`src/rtl/brg_pkg.sv`:
```
// Shared constants for the fractional UART baud-rate generator.
package brg_pkg;

  localparam int unsigned CLK_FREQ_HZ = 16_000_000;

  localparam int unsigned BAUD_9600   = 9_600;
  localparam int unsigned BAUD_57600  = 57_600;
  localparam int unsigned BAUD_115200 = 115_200;

  localparam int unsigned DEF_OSR    = 16;
  localparam int unsigned DEF_FRAC_W = 4;

  // Divisor clk / (osr * baud) as fixed point with frac_w fraction bits, rounded to nearest.
  function automatic int unsigned calc_div_fx(input int unsigned clk_hz,
                                              input int unsigned baud,
                                              input int unsigned osr,
                                              input int unsigned frac_w);
    longint unsigned num;
    longint unsigned den;
    num = 64'(clk_hz) << frac_w;
    den = 64'(osr) * 64'(baud);
    return 32'((64'd2 * num + den) / (64'd2 * den));
  endfunction

  localparam int unsigned DIV_9600_FX   = calc_div_fx(CLK_FREQ_HZ, BAUD_9600, DEF_OSR, DEF_FRAC_W);
  localparam int unsigned DIV_57600_FX  = calc_div_fx(CLK_FREQ_HZ, BAUD_57600, DEF_OSR, DEF_FRAC_W);
  localparam int unsigned DIV_115200_FX = calc_div_fx(CLK_FREQ_HZ, BAUD_115200, DEF_OSR,
                                                      DEF_FRAC_W);

  // 104 + 3/16
  localparam int unsigned DIV_9600_INT    = DIV_9600_FX >> DEF_FRAC_W;
  localparam int unsigned DIV_9600_FRAC   = DIV_9600_FX % (2 ** DEF_FRAC_W);
  // 17 + 6/16
  localparam int unsigned DIV_57600_INT   = DIV_57600_FX >> DEF_FRAC_W;
  localparam int unsigned DIV_57600_FRAC  = DIV_57600_FX % (2 ** DEF_FRAC_W);
  // 8 + 11/16
  localparam int unsigned DIV_115200_INT  = DIV_115200_FX >> DEF_FRAC_W;
  localparam int unsigned DIV_115200_FRAC = DIV_115200_FX % (2 ** DEF_FRAC_W);

endpackage

```
`src/rtl/brg_frac_div.sv`:
```
// Interval counter with fractional accumulator; emits the raw (unregistered) rx strobe.
module brg_frac_div
  import brg_pkg::*;
#(
  parameter int unsigned DIV_W  = 16,
  parameter int unsigned FRAC_W = DEF_FRAC_W
) (
  input  logic              i_clk,
  input  logic              i_reset,
  input  logic              i_en,
  input  logic [DIV_W-1:0]  i_act_int,
  input  logic [FRAC_W-1:0] i_act_frac,
  input  logic              i_clr_frac,  // divisor apply: restart accumulator and carry
  output logic              o_strobe
);

  localparam int unsigned P_W = DIV_W + 1;

  logic [DIV_W-1:0]  r_cnt;
  logic [FRAC_W-1:0] r_acc;
  logic              r_carry;

  logic [DIV_W-1:0]  w_eff_int;
  logic [P_W-1:0]    w_last;
  logic [FRAC_W:0]   w_sum;

  // Interval length is the clamped integer divisor plus the carry from the previous tick.
  always_comb begin
    w_eff_int = (i_act_int == '0) ? DIV_W'(1) : i_act_int;
    w_last    = {1'b0, w_eff_int} + P_W'(r_carry) - P_W'(1);
    w_sum     = {1'b0, r_acc} + {1'b0, i_act_frac};
    o_strobe  = i_en & ({1'b0, r_cnt} == w_last);
  end

  // Counter, accumulator and carry; everything clears while disabled.
  always_ff @(posedge i_clk) begin
    if (i_reset || !i_en) begin
      r_cnt   <= '0;
      r_acc   <= '0;
      r_carry <= 1'b0;
    end else if (o_strobe) begin
      r_cnt <= '0;
      if (i_clr_frac) begin
        r_acc   <= '0;
        r_carry <= 1'b0;
      end else begin
        r_acc   <= w_sum[FRAC_W-1:0];
        r_carry <= w_sum[FRAC_W];
      end
    end else begin
      r_cnt <= r_cnt + DIV_W'(1);
    end
  end

endmodule

```
`src/rtl/brg_frac.sv`:
```
// Fractional baud-rate generator: shadowed divisor, rx oversampling tick, tx bit tick, phase.
module brg_frac
  import brg_pkg::*;
#(
  parameter int unsigned DIV_W    = 16,
  parameter int unsigned FRAC_W   = DEF_FRAC_W,
  parameter int unsigned OSR      = DEF_OSR,  // must be >= 2
  parameter int unsigned DEF_INT  = DIV_115200_INT,
  parameter int unsigned DEF_FRAC = DIV_115200_FRAC
) (
  input  logic                   i_clk,
  input  logic                   i_reset,
  input  logic                   i_en,
  input  logic [DIV_W-1:0]       i_div_int,
  input  logic [FRAC_W-1:0]      i_div_frac,
  input  logic                   i_div_load,
  output logic                   o_cfg_pending,
  output logic                   o_rx_tick,
  output logic                   o_tx_tick,
  output logic [$clog2(OSR)-1:0] o_rx_phase
);

  localparam int unsigned     PH_W   = $clog2(OSR);
  localparam logic [PH_W-1:0] PH_MAX = PH_W'(OSR - 1);

  logic [DIV_W-1:0]  r_sh_int;
  logic [FRAC_W-1:0] r_sh_frac;
  logic [DIV_W-1:0]  r_act_int;
  logic [FRAC_W-1:0] r_act_frac;
  logic              r_pending;
  logic              r_rx_tick;
  logic              r_tx_tick;
  logic [PH_W-1:0]   r_phase;

  logic              w_strobe;
  logic              w_apply;
  logic [PH_W-1:0]   w_phase_next;

  brg_frac_div #(
    .DIV_W  (DIV_W),
    .FRAC_W (FRAC_W)
  ) u_div (
    .i_clk      (i_clk),
    .i_reset    (i_reset),
    .i_en       (i_en),
    .i_act_int  (r_act_int),
    .i_act_frac (r_act_frac),
    .i_clr_frac (w_apply),
    .o_strobe   (w_strobe)
  );

  // Apply on an rx tick edge, or straight away while the generator is idle.
  assign w_apply = r_pending & (w_strobe | ~i_en);

  // Phase advances on the edge closing an rx tick cycle, so rx_phase names the tick it shows.
  always_comb begin
    w_phase_next = r_phase;
    if (r_rx_tick) begin
      w_phase_next = (r_phase == PH_MAX) ? '0 : r_phase + PH_W'(1);
    end
  end

  // Shadow capture, pending flag and shadow-to-active transfer; a load beats a clear.
  always_ff @(posedge i_clk) begin
    if (i_reset) begin
      r_sh_int   <= DIV_W'(DEF_INT);
      r_sh_frac  <= FRAC_W'(DEF_FRAC);
      r_act_int  <= DIV_W'(DEF_INT);
      r_act_frac <= FRAC_W'(DEF_FRAC);
      r_pending  <= 1'b0;
    end else begin
      if (w_apply) begin
        r_act_int  <= r_sh_int;
        r_act_frac <= r_sh_frac;
      end
      if (i_div_load) begin
        r_sh_int  <= i_div_int;
        r_sh_frac <= i_div_frac;
        r_pending <= 1'b1;
      end else if (w_apply) begin
        r_pending <= 1'b0;
      end
    end
  end

  // Registered ticks and phase; tx tick marks the last rx tick of each bit.
  always_ff @(posedge i_clk) begin
    if (i_reset || !i_en) begin
      r_rx_tick <= 1'b0;
      r_tx_tick <= 1'b0;
      r_phase   <= '0;
    end else begin
      r_rx_tick <= w_strobe;
      r_tx_tick <= w_strobe & (w_phase_next == PH_MAX);
      r_phase   <= w_phase_next;
    end
  end

  assign o_cfg_pending = r_pending;
  assign o_rx_tick     = r_rx_tick;
  assign o_tx_tick     = r_tx_tick;
  assign o_rx_phase    = r_phase;

endmodule

```
`config.mk`:
```
export PLATFORM = sky130hd
export DESIGN_NAME = brg_frac
export DESIGN_NICKNAME = d
export VERILOG_FILES = /design/src/rtl/brg_pkg.sv /design/src/rtl/brg_frac_div.sv /design/src/rtl/brg_frac.sv
export SDC_FILE = /design/constraint.sdc
export NUM_CORES = 1
export LEC_CHECK = 0
export BUFFER_PORTS_ARGS = -buffer_cell sky130_fd_sc_hd__buf_4
export CAP_MARGIN = 20
export CORE_MARGIN = 8
export CORE_UTILIZATION = 50
export DETAILED_ROUTE_END_ITERATION = 10
export PLACE_DENSITY_LB_ADDON = 0.12
export SLEW_MARGIN = 0
export SYNTH_ARGS = -nofsm -noshare
export SYNTH_HDL_FRONTEND = slang
export SYNTH_SLANG_ARGS = --single-unit
```
`constraint.sdc`:
```
create_clock -name i_clk -period 3.85 [get_ports i_clk]
set_input_delay 0.385 -clock i_clk [delete_from_list [all_inputs] [get_ports i_clk]]
set_output_delay 0.385 -clock i_clk [all_outputs]
set_load 0.05 [all_outputs]
```
After elaboration in Yosys (flattened, before gate mapping)
Index checks and enable logic that the tools add are counted.
W data, S select, Z words.
Storage, ports and cells
  bits in registers: 68
  input port bits: 24
  output and inout bits: 7
  logic and storage cells: 36
Operators by class
  $add $sub $neg: 5
  equality and inequality tests: 3
  mux-type cells: 7
  bitwise logic cells: 5
  reductions and logical operators: 5
Operators by type and width (number)
  $add A16 B1 Y17: 1
  $eq A16 B17 Y1: 1
  $sub A17 B1 Y17 const B: 1
  $add A16 B1 Y16 const B: 1
  $logic_not A16 Y1: 1
  $mux W16: 1
  $mux W4: 3
  $eq A4 B4 Y1 const B: 2
  $add A4 B4 Y5: 1
  $add A4 B1 Y4 const B: 1
  $and A1 B1 Y1: 3
  $mux W1: 3
  $reduce_bool A2 Y1: 1
  $reduce_or A2 Y1: 1
  $logic_not A1 Y1: 1
  $logic_or A1 B1 Y1: 1
  $not A1 Y1: 1
  $or A1 B1 Y1: 1

Depth between registers and ports, before layout
  word-level depth: 10
  depth in mapped cells: 16
  gate-level depth less buffers: 13

Cells and area by module
From an unflattened synthesis, not the netlist that was laid out.
Second synthesis, totals
  cells, all modules: 396
  area total of the unflattened synthesis: 3624.7 um2
By module, submodules not included
  brg_frac_div: times used 1, cells an instance 208, area an instance 1834.3 um2, sequential area each 420.4 um2
  brg_frac: times used 1, cells an instance 188, area an instance 1790.5 um2, sequential area each 940.9 um2

Least setup slack after synthesis
Ideal clock, no wire load.
  kind: register -> register
  start point: reg r_act_int[10]
  end point: reg r_act_frac[2]
  setup time: 0.117 ns
  data arrival time: 3.636 ns
  data required time: 3.733 ns
  path slack: 0.098 ns
  cell stages (with the launch flop): 17
  path buffers: 3
  period minus slack after synthesis: 3.752 ns
  cell sequence: dfxtp_1 -> clkbuf_1 -> or4_1 -> or2_2 -> nor2_1 -> a31oi_1 -> ha_1 -> ha_1 -> or3b_2 -> clkbuf_1 -> o31ai_1 -> mux2_2 -> a21boi_1 -> o2111a_1 -> o22ai_1 -> buf_2 -> a22o_1
On the way
  word-level cells in the longest chain between the ends: 8
Ends and longest elaborated chain
  from (decl): line brg_frac.sv:28  | logic [DIV_W-1:0] r_act_int;
  from (signal assigned): line brg_frac.sv:68  | r_act_int <= DIV_W'(DEF_INT);
  from (signal assigned): line brg_frac.sv:73  | r_act_int <= r_sh_int;
  $logic_not A16 Y1: line brg_frac_div.sv:29  | w_eff_int = (i_act_int == '0) ? DIV_W'(1) : i_act_int;
  $mux W16 *: line brg_frac_div.sv:29
  $add A16 B1 Y17 *: line brg_frac_div.sv:30  | w_last = {1'b0, w_eff_int} + P_W'(r_carry) - P_W'(1);
  $sub A17 B1 Y17 *: line brg_frac_div.sv:30
  $eq A16 B17 Y1 *: line brg_frac_div.sv:32  | o_strobe = i_en & ({1'b0, r_cnt} == w_last);
  $and A1 B1 Y1 *: line brg_frac_div.sv:32
  $or A1 B1 Y1 *: line brg_frac.sv:53  | assign w_apply = r_pending & (w_strobe | ~i_en);
  $and A1 B1 Y1 *: line brg_frac.sv:53
  to (signal assigned): line brg_frac.sv:69  | r_act_frac <= FRAC_W'(DEF_FRAC);
  to (signal assigned): line brg_frac.sv:74  | r_act_frac <= r_sh_frac;
  to (decl): line brg_frac.sv:29  | logic [FRAC_W-1:0] r_act_frac;
Mark *: on every way between the ends. The rest lies on a longest branch, timed or not.
A chain may end at the register's enable or synchronous reset.

Worst setup path in the final report
Same ends and word-level chain as after synthesis.

==> impl_metrics.json <==
{
  "syn_inst": 351,
  "fin_tns_setup_ns": 0,
  "synth_compound_area_share_pct": 15.55,
  "leakage_nw": 1.601,
  "grt_overflow": 0,
  "grt_max_degree": 26,
  "antenna_found_initial": 0,
  "ys.flop_type": "dfxtp_1",
  "dp_hpwl_mm": 5.109,
  "start_util_pct": 51.78,
  "cts_buffers": 9,
  "yosys.area.top_type": "dfxtp_1",
  "avgSynthCellArea_um2": 9.421,
  "setup_ws_ns": 0.2238,
  "drc_errors": 0,
  "fin_skew_ns": 0.01010,
  "swShare_pct": 23.98,
  "clock_path_buffers": 2,
  "worst_slew_margin_rel_pct": 69.58,
  "rr_worst_depth": 13,
  "yosysSeqAreaShare_pct": 41.17,
  "synth_nets": 384,
  "clk_latency_ns": 0.34,
  "grt.total_usage_pct": 15.26,
  "diodes": 0,
  "async_flop_share_pct": 0,
  "cts_tree": "yes",
  "drtIter0Drc": 152,
  "die_area_um2": 9472,
  "worstPathRequired_ns": 4.09,
  "fillers": 534,
  "r2r-start": "r_act_int[10]",
  "synth-seq-cells": 68,
  "synth.area.top_cells": "dfxtp_1 (41%), xnor2_1 (5.3%), mux2i_1 (5.1%)",
  "status": "finished, final reports clean",
  "synthAdderAreaFrac_pct": 3.632,
  "synth_edf_count": 0,
  "clk_pin_slew_ns": 0.08,
  "ff_latch_area_um2": 1361,
  "gp_congestion": 0.8809,
  "sequentialPowerShare_pct": 48.6,
  "irDropWorstVdd_mv": 0.3428,
  "min_period_over_period_pct": 94.19,
  "rsz0062_at_grt": "no",
  "pre_cts_ws_ns": 0.05567,
  "dr.pass1.iters": 4,
  "cts_root_buf": "clkbuf_8",
  "die_w_um": 97.33,
  "p_clk_share_pct": 42.0,
  "grt_pass1_wl_mm": 12.07,
  "cp-start-kind": "flip-flop",
  "syn2layout_area_growth_pct": 17.78,
  "port-buffer-count": 30,
  "vias": 2602,
  "io_pins": 31,
  "combPwrFrac_pct": 9.4,
  "drive_above_1_share_pct": 20.36,
  "synthMuxAreaShare_pct": 5.486,
  "max_cap_viol_count": 0,
  "fp.dieH_um": 97.33,
  "ant_nets": 0,
  "final_nets": 421,
  "finalPower_mw": 1.518,
  "crit_type": "flip-flop to flip-flop",
  "yosys.cell_types.count": 57,
  "synth_xor_area_share_pct": 9.270,
  "tightest_slew_ns": 0.4555,
  "worstReg2RegEnd": "r_act_frac[2]",
  "setup_viol": 0,
  "crit_path_end": "r_act_frac[2]",
  "multiInputGateArea_um2": 1799,
  "max_clock_freq_mhz": 275.8,
  "hp-class": "input pin to flip-flop",
  "htreeDepth": 3,
  "startpoint": "r_act_int[10]",
  "final.min_clock_period_ns": 3.626,
  "power.density_nw_per_um2": 389.8,
  "cp_max_fo": 20,
  "synth_top_family_by_area": "simple AND/OR/NAND/NOR gates",
  "rows": 29,
  "setup.worst_path.end_class": "flip-flop",
  "core_um2": 6386,
  "viasPerCell": 5.536,
  "worstPathArrival_ns": 3.86,
  "cts.sinks": 68,
  "final_max_slew_viol_count": 0,
  "yosys.area_share.simple_pct": 19.90,
  "yosys_warnings": 0,
  "hold_viol_final": 0,
  "drt-total-wl_mm": 7.078,
  "regToRegSetupSlack_ns": 0.22,
  "finish.utilization_pct": 60.99,
  "synth.cell_area_um2": 3307,
  "wl_per_cell_um": 15.06,
  "grt_pass1_vias": 2474,
  "switching_power_mw": 0.3640,
  "p_int_mw": 1.154,
  "netlist.area_leader.share_pct": 41.17
}
==> cells in the final DEF, fill, tap and decap left out, types with 3 or more instances in the layout <==
cell type,n
nand3b_1,3
and3_1,6
nor4_1,5
xor2_1,15
a22o_1,16
a21oi_1,13
nand3_1,16
clkbuf_8,9
dfxtp_1,68
a22oi_1,4
nor2_1,44
xnor2_1,20
mux2i_1,17
inv_1,16
ha_1,8
or4_1,4
buf_4,44
or2_2,3
nor3b_1,5
nor2b_1,3
nand2_1,14
o211ai_1,4
==> final cells by class <==
type	instances	area share, %
Multi-Input combinational cell	247	46.19
Clock inverter	6	2.281
Tap cell	77	2.473
Clock buffer	10	3.277
Sequential cell	68	34.95
Timing Repair Buffer	46	9.284
Inverter	16	1.542
==> worst min path at each step <==
stage | from | end | cells past startpoint
2_1_floorplan | u_div.r_carry | u_div.r_carry | 2
3_3_place_gp | u_div.r_carry | u_div.r_carry | 2
3_5_place_dp | u_div.r_acc[0] | u_div.r_acc[0] | 2
4_1_cts | i_div_frac[1] | r_sh_frac[1] | 3
5_1_grt | i_div_int[3] | r_sh_int[3] | 3
6_report | i_div_frac[1] | r_sh_frac[1] | 3
==> metal layers <==
metal	share of wire [%]	up-vias	GRT usage (%)
li1	-	1322	-
met1	50	1222	19.79
met2	45	51	23.02
met3	3.6	7	4.552
met4	1.1	0	6.061
met5	0	-	0
==> cells in the mapped netlist (all sizes together) (2+ instances only) <==
library cell	count
o21ai	2
nand2b	2
nor3	2
o211ai	4
or4	4
or3	2
and3	6
nand4	2
or3b	3
nor2	44
xnor2	20
a22oi	4
clkbuf	13
nor2b	3
nand3	16
o31ai	2
buf	7
nand2	14
a22o	16
inv	16
o2111ai	2
ha	8
a21o	2
mux2i	17
nand3b	3
nor4	7
a211oi	4
nor3b	5
or2	3
a31oi	2
xor2	15
dfxtp	68
o22ai	2
a21oi	13
o41ai	2
==> through the flow <==
stage / instance area [um2] / hold WS (ns) / std cells
floorplan: 3307 / 0.4319 / 351
global placement: 3641 / 0.4437 / 452
detailed placement: 3641 / 0.4548 / 452
CTS: 3857 / 0.2359 / 468
global route: 3895 / 0.2479 / 470
finish: 3895 / 0.2555 / 470
==> worst max-delay path: stages (launching register included) <==
cell and delay, ns:
dfxtp_1 0.31, or4_1 0.54, or2_2 0.31, nor2_1 0.11, a31oi_1 0.09, ha_1 0.21
or4b_1 0.40, nor3_1 0.10, xnor2_1 0.15, a211oi_2 0.45, o2111a_1 0.30, o22ai_1 0.09
buf_6 0.19, a22o_1 0.24
==> cell families (layout without fill, tap and decap cells) <==
logic type      count (synthesis)  in the layout
mux                            18             18
compound gates                 64             64
flops                          68             68
simple gates                  121            121
buf+inv                        36             78
xor+xnor                       35             35
fa+ha+maj                       9              9
==> flip-flops by register name, summed over array words and instances (netlist names) <==
| signal | flops |
|---|---|
| u_div.r_cnt | 16 |
| u_div.r_carry | 1 |
| u_div.r_acc | 4 |
| r_act_int | 16 |
| o_tx_tick | 1 |
| r_act_frac | 4 |
| o_rx_tick | 1 |
| r_sh_int | 16 |
| o_rx_phase | 4 |
| o_cfg_pending | 1 |
| r_sh_frac | 4 |
==> power groups by stage <==
| stage | sequential [mW] | combinational [mW] | clock (mW) |
|---|---|---|---|
| after floorplan | 0.753 | 0.0927 | 0 |
| after global placement | 0.754 | 0.135 | 0 |
| after detailed placement | 0.754 | 0.139 | 0 |
| after CTS | 0.737 | 0.139 | 0.656 |
| after global routing | 0.740 | 0.156 | 0.688 |
| final | 0.738 | 0.142 | 0.638 |
==> timing repair <==
item | in CTS | in global routing
hold buffers | 0 | 0
gates resized for setup | 0 | 6
setup endpoints to repair | 0 | 40
setup buffers | 0 | 2
Power figures use the tool's default switching activity.
